[src/rtl/sarlock_key_loader_if.sv]
`default_nettype none
// ============================================================================
// Module      : sarlock_key_loader_if
// Description : Serial key-frame handshake bundle between the key source
//               (master) and the SARLock key loader (slave).
// Revision    : 1.0 - initial release
// ============================================================================
interface sarlock_key_loader_if;
    logic load_start;   // one-cycle request to begin a new frame
    logic bit_valid;    // serial bit offered
    logic bit_data;     // serial bit value
    logic bit_ready;    // loader accepts a bit this cycle

    modport master (
        output load_start,
        output bit_valid,
        output bit_data,
        input  bit_ready
    );

    modport slave (
        input  load_start,
        input  bit_valid,
        input  bit_data,
        output bit_ready
    );
endinterface
`default_nettype wire

[src/rtl/sarlock_key_loader.sv]
`default_nettype none
// ============================================================================
// Module      : sarlock_key_loader
// Description : Receives a serial even-parity key frame (LSB first) and
//               drives the SARLock-locked circuit's key bus in parallel only
//               after a parity-checked commit. Consecutive bad frames latch a
//               lockout that only reset clears. KEY_W must be at least 2.
// Revision    : 1.0 - initial release
// ============================================================================
module sarlock_key_loader #(
    parameter int KEY_W    = 24,
    parameter int MAX_FAIL = 3
) (
    input  wire logic                            clk,
    input  wire logic                            rst,
    sarlock_key_loader_if.slave                  bus,
    output logic [KEY_W-1:0]                     key_out,
    output logic                                 key_loaded,
    output logic                                 load_err,
    output logic [$clog2(MAX_FAIL+1)-1:0]        fail_cnt,
    output logic                                 lockout
);

    localparam int CNT_W  = $clog2(KEY_W + 2);
    localparam int FAIL_W = $clog2(MAX_FAIL + 1);

    // Counter value while the parity bit (the last bit of a frame) arrives.
    localparam logic [CNT_W-1:0]  c_LAST_CNT = CNT_W'(KEY_W);
    localparam logic [FAIL_W-1:0] c_MAX_FAIL = FAIL_W'(MAX_FAIL);

    typedef enum logic [2:0] {
        S_IDLE    = 3'd0,
        S_SHIFT   = 3'd1,
        S_CHECK   = 3'd2,
        S_ARMED   = 3'd3,
        S_LOCKOUT = 3'd4
    } state_t;

    state_t              r_state;
    logic [CNT_W-1:0]    r_cnt;
    logic [KEY_W-1:0]    r_shadow;
    logic                r_par;
    logic [KEY_W-1:0]    r_key;
    logic                r_loaded;
    logic                r_err;
    logic [FAIL_W-1:0]   r_fail;
    logic                r_lock;

    logic                w_ready;
    logic                w_accept;
    logic [KEY_W-1:0]    w_shadow_next;
    logic [FAIL_W-1:0]   w_fail_next;

    // Ready depends only on the registered state, never on load_start.
    assign w_ready       = (r_state == S_SHIFT);
    assign w_accept      = w_ready && bus.bit_valid;
    // LSB-first frame: each new bit enters at the top and moves down, so the
    // first key bit ends up in bit 0 after KEY_W shifts.
    assign w_shadow_next = {bus.bit_data, r_shadow[KEY_W-1:1]};
    // Failure count saturates at MAX_FAIL.
    assign w_fail_next   = (r_fail == c_MAX_FAIL) ? r_fail : r_fail + FAIL_W'(1);

    assign bus.bit_ready = w_ready;
    assign key_out       = r_key;
    assign key_loaded    = r_loaded;
    assign load_err      = r_err;
    assign fail_cnt      = r_fail;
    assign lockout       = r_lock;

    // Frame reception, parity check, key commit and lockout control.
    always_ff @(posedge clk) begin
        if (rst) begin
            r_state  <= S_IDLE;
            r_cnt    <= '0;
            r_shadow <= '0;
            r_par    <= 1'b0;
            r_key    <= '0;
            r_loaded <= 1'b0;
            r_err    <= 1'b0;
            r_fail   <= '0;
            r_lock   <= 1'b0;
        end else begin
            r_err <= 1'b0;
            case (r_state)
                S_IDLE, S_ARMED: begin
                    // The committed key (if any) stays on the bus during reload.
                    if (bus.load_start) begin
                        r_cnt    <= '0;
                        r_par    <= 1'b0;
                        r_shadow <= '0;
                        r_state  <= S_SHIFT;
                    end
                end
                S_SHIFT: begin
                    if (bus.load_start) begin
                        // Restart wins over a bit handshaking in the same cycle.
                        r_cnt    <= '0;
                        r_par    <= 1'b0;
                        r_shadow <= '0;
                    end else if (w_accept) begin
                        r_par <= r_par ^ bus.bit_data;
                        r_cnt <= r_cnt + CNT_W'(1);
                        if (r_cnt == c_LAST_CNT) begin
                            r_state <= S_CHECK;
                        end else begin
                            r_shadow <= w_shadow_next;
                        end
                    end
                end
                S_CHECK: begin
                    // r_par now holds the XOR of all key bits plus parity bit.
                    if (!r_par) begin
                        r_key    <= r_shadow;
                        r_loaded <= 1'b1;
                        r_fail   <= '0;
                        r_state  <= S_ARMED;
                    end else begin
                        r_err  <= 1'b1;
                        r_fail <= w_fail_next;
                        if (w_fail_next == c_MAX_FAIL) begin
                            r_key    <= '0;
                            r_loaded <= 1'b0;
                            r_lock   <= 1'b1;
                            r_state  <= S_LOCKOUT;
                        end else if (r_loaded) begin
                            r_state <= S_ARMED;
                        end else begin
                            r_state <= S_IDLE;
                        end
                    end
                end
                S_LOCKOUT: begin
                    r_state <= S_LOCKOUT;
                end
                default: begin
                    r_state <= S_IDLE;
                end
            endcase
        end
    end

endmodule
`default_nettype wire
[src/flat_wrapper.sv]
// flat-port wrapper written by rule: the top's interface ports become plain ports
module sarlock_key_loader_flat 
#(
    parameter int KEY_W    = 24,
    parameter int MAX_FAIL = 3
)
  (clk, rst, key_out, key_loaded, load_err, fail_cnt, lockout, bus_load_start, bus_bit_valid, bus_bit_data, bus_bit_ready);
  sarlock_key_loader_if bus_i ();
  input  wire logic clk;
  input  wire logic rst;
  output logic [KEY_W-1:0] key_out;
  output logic key_loaded;
  output logic load_err;
  output logic [$clog2(MAX_FAIL+1)-1:0] fail_cnt;
  output logic lockout;
  input wire logic [$bits(bus_i.load_start)-1:0] bus_load_start;
  input wire logic [$bits(bus_i.bit_valid)-1:0] bus_bit_valid;
  input wire logic [$bits(bus_i.bit_data)-1:0] bus_bit_data;
  output wire logic [$bits(bus_i.bit_ready)-1:0] bus_bit_ready;
  assign bus_i.load_start = bus_load_start;
  assign bus_i.bit_valid = bus_bit_valid;
  assign bus_i.bit_data = bus_bit_data;
  assign bus_bit_ready = bus_i.bit_ready;
  sarlock_key_loader #(.KEY_W(KEY_W), .MAX_FAIL(MAX_FAIL)) u_core (.clk(clk), .rst(rst), .bus(bus_i), .key_out(key_out), .key_loaded(key_loaded), .load_err(load_err), .fail_cnt(fail_cnt), .lockout(lockout));
endmodule
[config.mk]
export PLATFORM = sky130hd
export DESIGN_NAME = sarlock_key_loader_flat
export DESIGN_NICKNAME = d
export VERILOG_FILES = /design/src/rtl/sarlock_key_loader_if.sv /design/src/rtl/sarlock_key_loader.sv /design/src/flat_wrapper.sv
export SDC_FILE = /design/constraint.sdc
export NUM_CORES = 1
export LEC_CHECK = 0
export ABC_AREA = 1
export BUFFER_PORTS_ARGS = -buffer_cell sky130_fd_sc_hd__clkbuf_2
export CORE_ASPECT_RATIO = 0.8
export CORE_UTILIZATION = 40
export CTS_BUF_LIST = sky130_fd_sc_hd__clkbuf_8
export CTS_CLUSTER_DIAMETER = 200
export DETAILED_ROUTE_END_ITERATION = 8
export PLACE_DENSITY = 0.66
export REMOVE_ABC_BUFFERS = 1
export SYNTH_ARGS = -nofsm -noshare
export SYNTH_HDL_FRONTEND = slang
export SYNTH_SLANG_ARGS = --single-unit
export TNS_END_PERCENT = 50
[constraint.sdc]
create_clock -name clk -period 1.2 [get_ports clk]
set_input_delay 0.24 -clock clk [delete_from_list [all_inputs] [get_ports clk]]
set_output_delay 0.24 -clock clk [all_outputs]
set_load 0.01 [all_outputs]
=== Word level (Yosys, flattened, before mapping) ===
Index checks and enable logic that the tools add are counted.

* Register bits after elaboration: 62
* Output and inout bits: 30
* Word-level logic and storage cells: 65

* Add/sub/neg operators: 2
* Eq/ne operators: 14
* Bitwise operators: 2
* Reduce and logical (&&, ||, !) cells: 10
* Multiplexer cells: 28

{| class="wikitable"
|+ Operators by type and width
! kind !! number
|-
| $mux W24 || 6
|-
| $pmux W24 S2 || 1
|-
| $mux W3 || 6
|-
| $mux W5 || 3
|-
| $pmux W3 S4 || 1
|-
| $ne A2 B2 Y1 const B || 5
|-
| $pmux W5 S2 || 1
|-
| $reduce_and A4 Y1 || 2
|-
| $eq A3 B2 Y1 const B || 2
|-
| $mux W1 || 6
|-
| $mux W2 || 3
|-
| $ne A3 B3 Y1 const B || 2
|-
| $reduce_and A3 Y1 || 2
|-
| $add A5 B1 Y5 const B || 1
|-
| $eq A5 B5 Y1 const B || 1
|-
| $eq A2 B2 Y1 const B || 2
|-
| $reduce_or A2 Y1 || 2
|-
| $eq A3 B1 Y1 const B || 1
|-
| $eq A3 B3 Y1 const B || 1
|-
| $logic_not A3 Y1 || 1
|-
| $add A2 B1 Y2 const B || 1
|-
| $pmux W1 S2 || 1
|-
| $reduce_and A2 Y1 || 1
|-
| $reduce_bool A2 Y1 || 1
|-
| other kinds (3) || 3
|}

=== Depth between registers and ports, before layout ===
* Depth in word-level cells: 6
* Gate-level depth with buffers: 10
* Mapped depth without buffers: 9

=== Worst setup path before layout ===
Ideal clock, no wire load.

* Kind: reg2reg
* Start point: reg u_core.r_cnt[0]
* End point: reg u_core.r_shadow[12]
* Period minus slack after synthesis: 1.339 ns
* Stages on the path, launching flop included: 11
* Arrival time: 1.223 ns
* Setup slack: -0.139 ns
* Cell sequence: dfxtp_1 -> inv_1 -> ha_1 -> inv_1 -> nor2_1 -> nand2_1 -> nand3_4 -> nand2_4 -> buf_8 -> nor2_1 -> nor2_1

* Word-level cells in the longest chain between the ends: 3

{| class="wikitable"
|+ RTL lines
! element !! RTL line !! text
|-
| from (decl) || sarlock_key_loader.sv:40 || <nowiki>logic [CNT_W-1:0] r_cnt;</nowiki>
|-
| from (signal assigned) || sarlock_key_loader.sv:102 || <nowiki>r_cnt <= r_cnt + CNT_W'(1);</nowiki>
|-
| $eq A5 B5 Y1 || sarlock_key_loader.sv:103 || <nowiki>if (r_cnt == c_LAST_CNT) begin</nowiki>
|-
| $ne A3 B3 Y1 (no line) || n/a ||
|-
| $reduce_and A4 Y1 (no line) || n/a ||
|-
| to (signal assigned) || sarlock_key_loader.sv:106 || <nowiki>r_shadow <= w_shadow_next;</nowiki>
|-
| to (decl) || sarlock_key_loader.sv:41 || <nowiki>logic [KEY_W-1:0] r_shadow;</nowiki>
|}

Every way passes these cells.
A chain may end at the register's enable or synchronous reset.

=== Final worst setup path ===
* Start point: reg u_core.r_cnt[1]
* End point: reg u_core.r_shadow[20]

Same word-level chain as after synthesis.

==> results by group <==
Cells and area
  • Fin util: 0.631
  • Final #Nets: ~410
  • Design area: between 3000 and 4000 µm²
  • Filler Cells Inserted: 460
  • Non-Filler Instances: 484
  • Area delta synth->final: 51.8%
  • Share of cells above drive strength 1: 0.444
  • Antenna Cells: 0

Synth
  • Asr flop ratio synth: 0
  • Most instantiated library cell after synthesis: nand2_1
  • Largest cells by area after synthesis: dfxtp_1 51%, nand2_1 11%, nor2_1 7.8%
  • Post-Syn Area per Cell: 7.63 µm²
  • Synthesized flop and latch total: 62
  • Post-synth EDFFs: 0
  • Post-synthesis cell area: 2460 µm²
  • Unique cell type count in the Yosys netlist: 24
  • Mapped Cells: 322
  • Synth area leader: dfxtp_1
  • Top post-synthesis cells by count: 74 x nand2_1, 62 x dfxtp_1, 51 x nor2_1
  • Register area share after synthesis: 0.505
  • Synth Flop Type: dfxtp_1
  • YS warnings: 0
  • Share of the synthesized area in the top cell type: 0.505

Critical path
  • Reg2Reg Launch Point: u_core.r_cnt[1]
  • Crit-path max FO: 5
  • R2R depth: 10
  • CP required: between 1 and 1.5 ns
  • Worst reg2reg setup slack: -0.21 ns
  • CP arrival: 1.65 ns
  • CP endpoint kind: flip-flop
  • Crit Path Category: flip-flop to flip-flop
  • CP Launch Type: flip-flop
  • Critical Path End: u_core.r_shadow[20]
  • Setup crit start: u_core.r_cnt[1]
  • Reg2reg end: u_core.r_shadow[20]

Placement
  • Hpwl dp: 3.56 mm
  • PortBufs: 34
  • Pre-CTS setup slack: -0.220 ns
  • Gpl congestion: 0.830
  • Placed Cells: roughly 450
  • Dpl cell area: 2880 µm²

Timing
  • Worst-margin pin slew: 0.486 ns
  • Clock Skews: between 0.008 and 0.009 ns
  • Tmin final: 1.41 ns
  • Slew headroom: 0.676
  • Setup ws final: -0.214 ns
  • Hold Slack: 0.256 ns
  • Highest Clock Rate: approximately 0.71 GHz
  • Setup TNS: -7.58 ns
  • Period utilization: 1.18
  • Fin. max-slew vios: 0
  • Final setup viols: 57
  • Final hold vios: 0
  • RSZ-0062 raised after global routing: yes

Die
  • Initial Util: 0.415
  • Num rows: 25
  • Placeable Area: approximately 5900 µm²
  • Total die area: between 6000 and 7000 µm²
  • I/O pin count: 35
  • Die Y: ~72 µm
  • Die width: 89.6 µm

Pwr
  • Lkg Pwr: 1.49 nW
  • Total power: 6.42 mW
  • IR drop worst, VDD: 0.815 mV
  • Power per cell area: 1720 nW/µm²

Clock tree
  • CTS max path bufs: 2
  • Root buffer cell: clkbuf_8
  • Num Clock Sinks: 62
  • CTS tree: built
  • Max H-tree Level: 3
  • Num CTS Buffers: 9
  • Hold_buf cts: 0
  • Clk slew on worst S/H paths: 0.07 ns
  • Clock Latency Late Sink: 0.34 ns

Outcome
  • Failing checks: setup timing
  • Status: complete, but fails checks

Global routing
  • Pin count of the biggest net entering global routing: 37
  • First-pass GRT wire length: 10.6 mm
  • Overall Global Routing Usage: 0.220
  • Grt total ovfl: 0
  • Vias in the first global route: approximately 2300
  • Initial antenna violation count: 0

Detailed routing
  • 1st-iter DRT viols: ~160
  • Final ANT Viol Nets: 0
  • Wire length per cell: 14.0 µm
  • Drt first pass iters: 4
  • Via/cell ratio: 5.06
  • WL final: 6.76 mm
  • Vias: 2450
  • # DRC: 0

Flow run
  • Max Cap Viol: 0

Hold path
  • Min-Delay Path Class: primary input to flip-flop
  • Hold path depth: 4
-- worst max-delay path: stages, from the launching register on --
cell	delay (ns)
dfxtp_2	0.33
inv_2	0.07
ha_4	0.12
inv_2	0.04
nor2_4	0.10
nand2_4	0.08
nand3_4	0.15
buf_12	0.17
nand2_8	0.09
nor2_1	0.10
nor2_1	0.05
-- layout by cell type, fill, tap and decap left out, drive strengths merged --
master	count
inv	25
nor3	3
nor2	53
nand2	82
a21oi	38
o211ai	1
ha	2
clkbuf	43
dfxtp	62
buf	43
nand4	3
bufinv	1
clkinvlp	1
nand3	17
clkinv	3
o21ai	26
-- area by class of cell --
type | instances | area (µm²) | area share
Inverter | 25 | 104 | 0.0279
Multi-Input combinational cell | 225 | 1410 | 0.378
Timing Repair Buffer | 76 | 673 | 0.181
Clock buffer | 10 | 138 | 0.0369
Tap cell | 81 | 101 | 0.0272
Sequential cell | 62 | 1250 | 0.336
Clock inverter | 5 | 51.3 | 0.0138
-- state kept, by name, indices dropped and copies added, names as in the netlist --
| signal | flops |
|---|---|
| u_core.fail_cnt | 2 |
| u_core.r_cnt | 5 |
| u_core.lockout | 1 |
| u_core.r_state | 3 |
| u_core.key_loaded | 1 |
| u_core.key_out | 24 |
| u_core.load_err | 1 |
| u_core.r_shadow | 24 |
| u_core.r_par | 1 |
-- where the power goes --
group | internal, mW | switching [mW]
Combinational | 1.03 | 1.20
Clock | 0.988 | 0.796
Sequential | 2.24 | 0.171
-- what timing repair did --
action,in CTS,in global routing
setup endpoints to repair,57,62
setup buffers,10,7
pin swaps,9,17
gates cloned,6,0
hold endpoints to repair,0,0
resized for setup,62,65
-- layer usage --
metal	global-route usage	wire (µm)
met1	0.279	2990
met2	0.338	3230
met3	0.0853	453
met4	0.0811	87
met5	0	0
-- cells by family (layout without fill, tap and decap cells) --
kind of cell    after synthesis  after routing  synth area share
simple gates                155            158             0.271
compound gates               65             65             0.145
flops                        62             62             0.505
buf+inv                      38            116            0.0688
fa+ha+maj                     2              2            0.0102
-- worst min-delay path by stage --
stage                              start            endpoint
final                                rst  u_core.fail_cnt[0]
after global routing                 rst  u_core.fail_cnt[0]
after CTS                            rst  u_core.fail_cnt[0]
after detailed placement  u_core.lockout      u_core.lockout
after global placement    u_core.lockout      u_core.lockout
after floorplan                      rst   u_core.key_out[0]
Power figures use the tool's default switching activity.
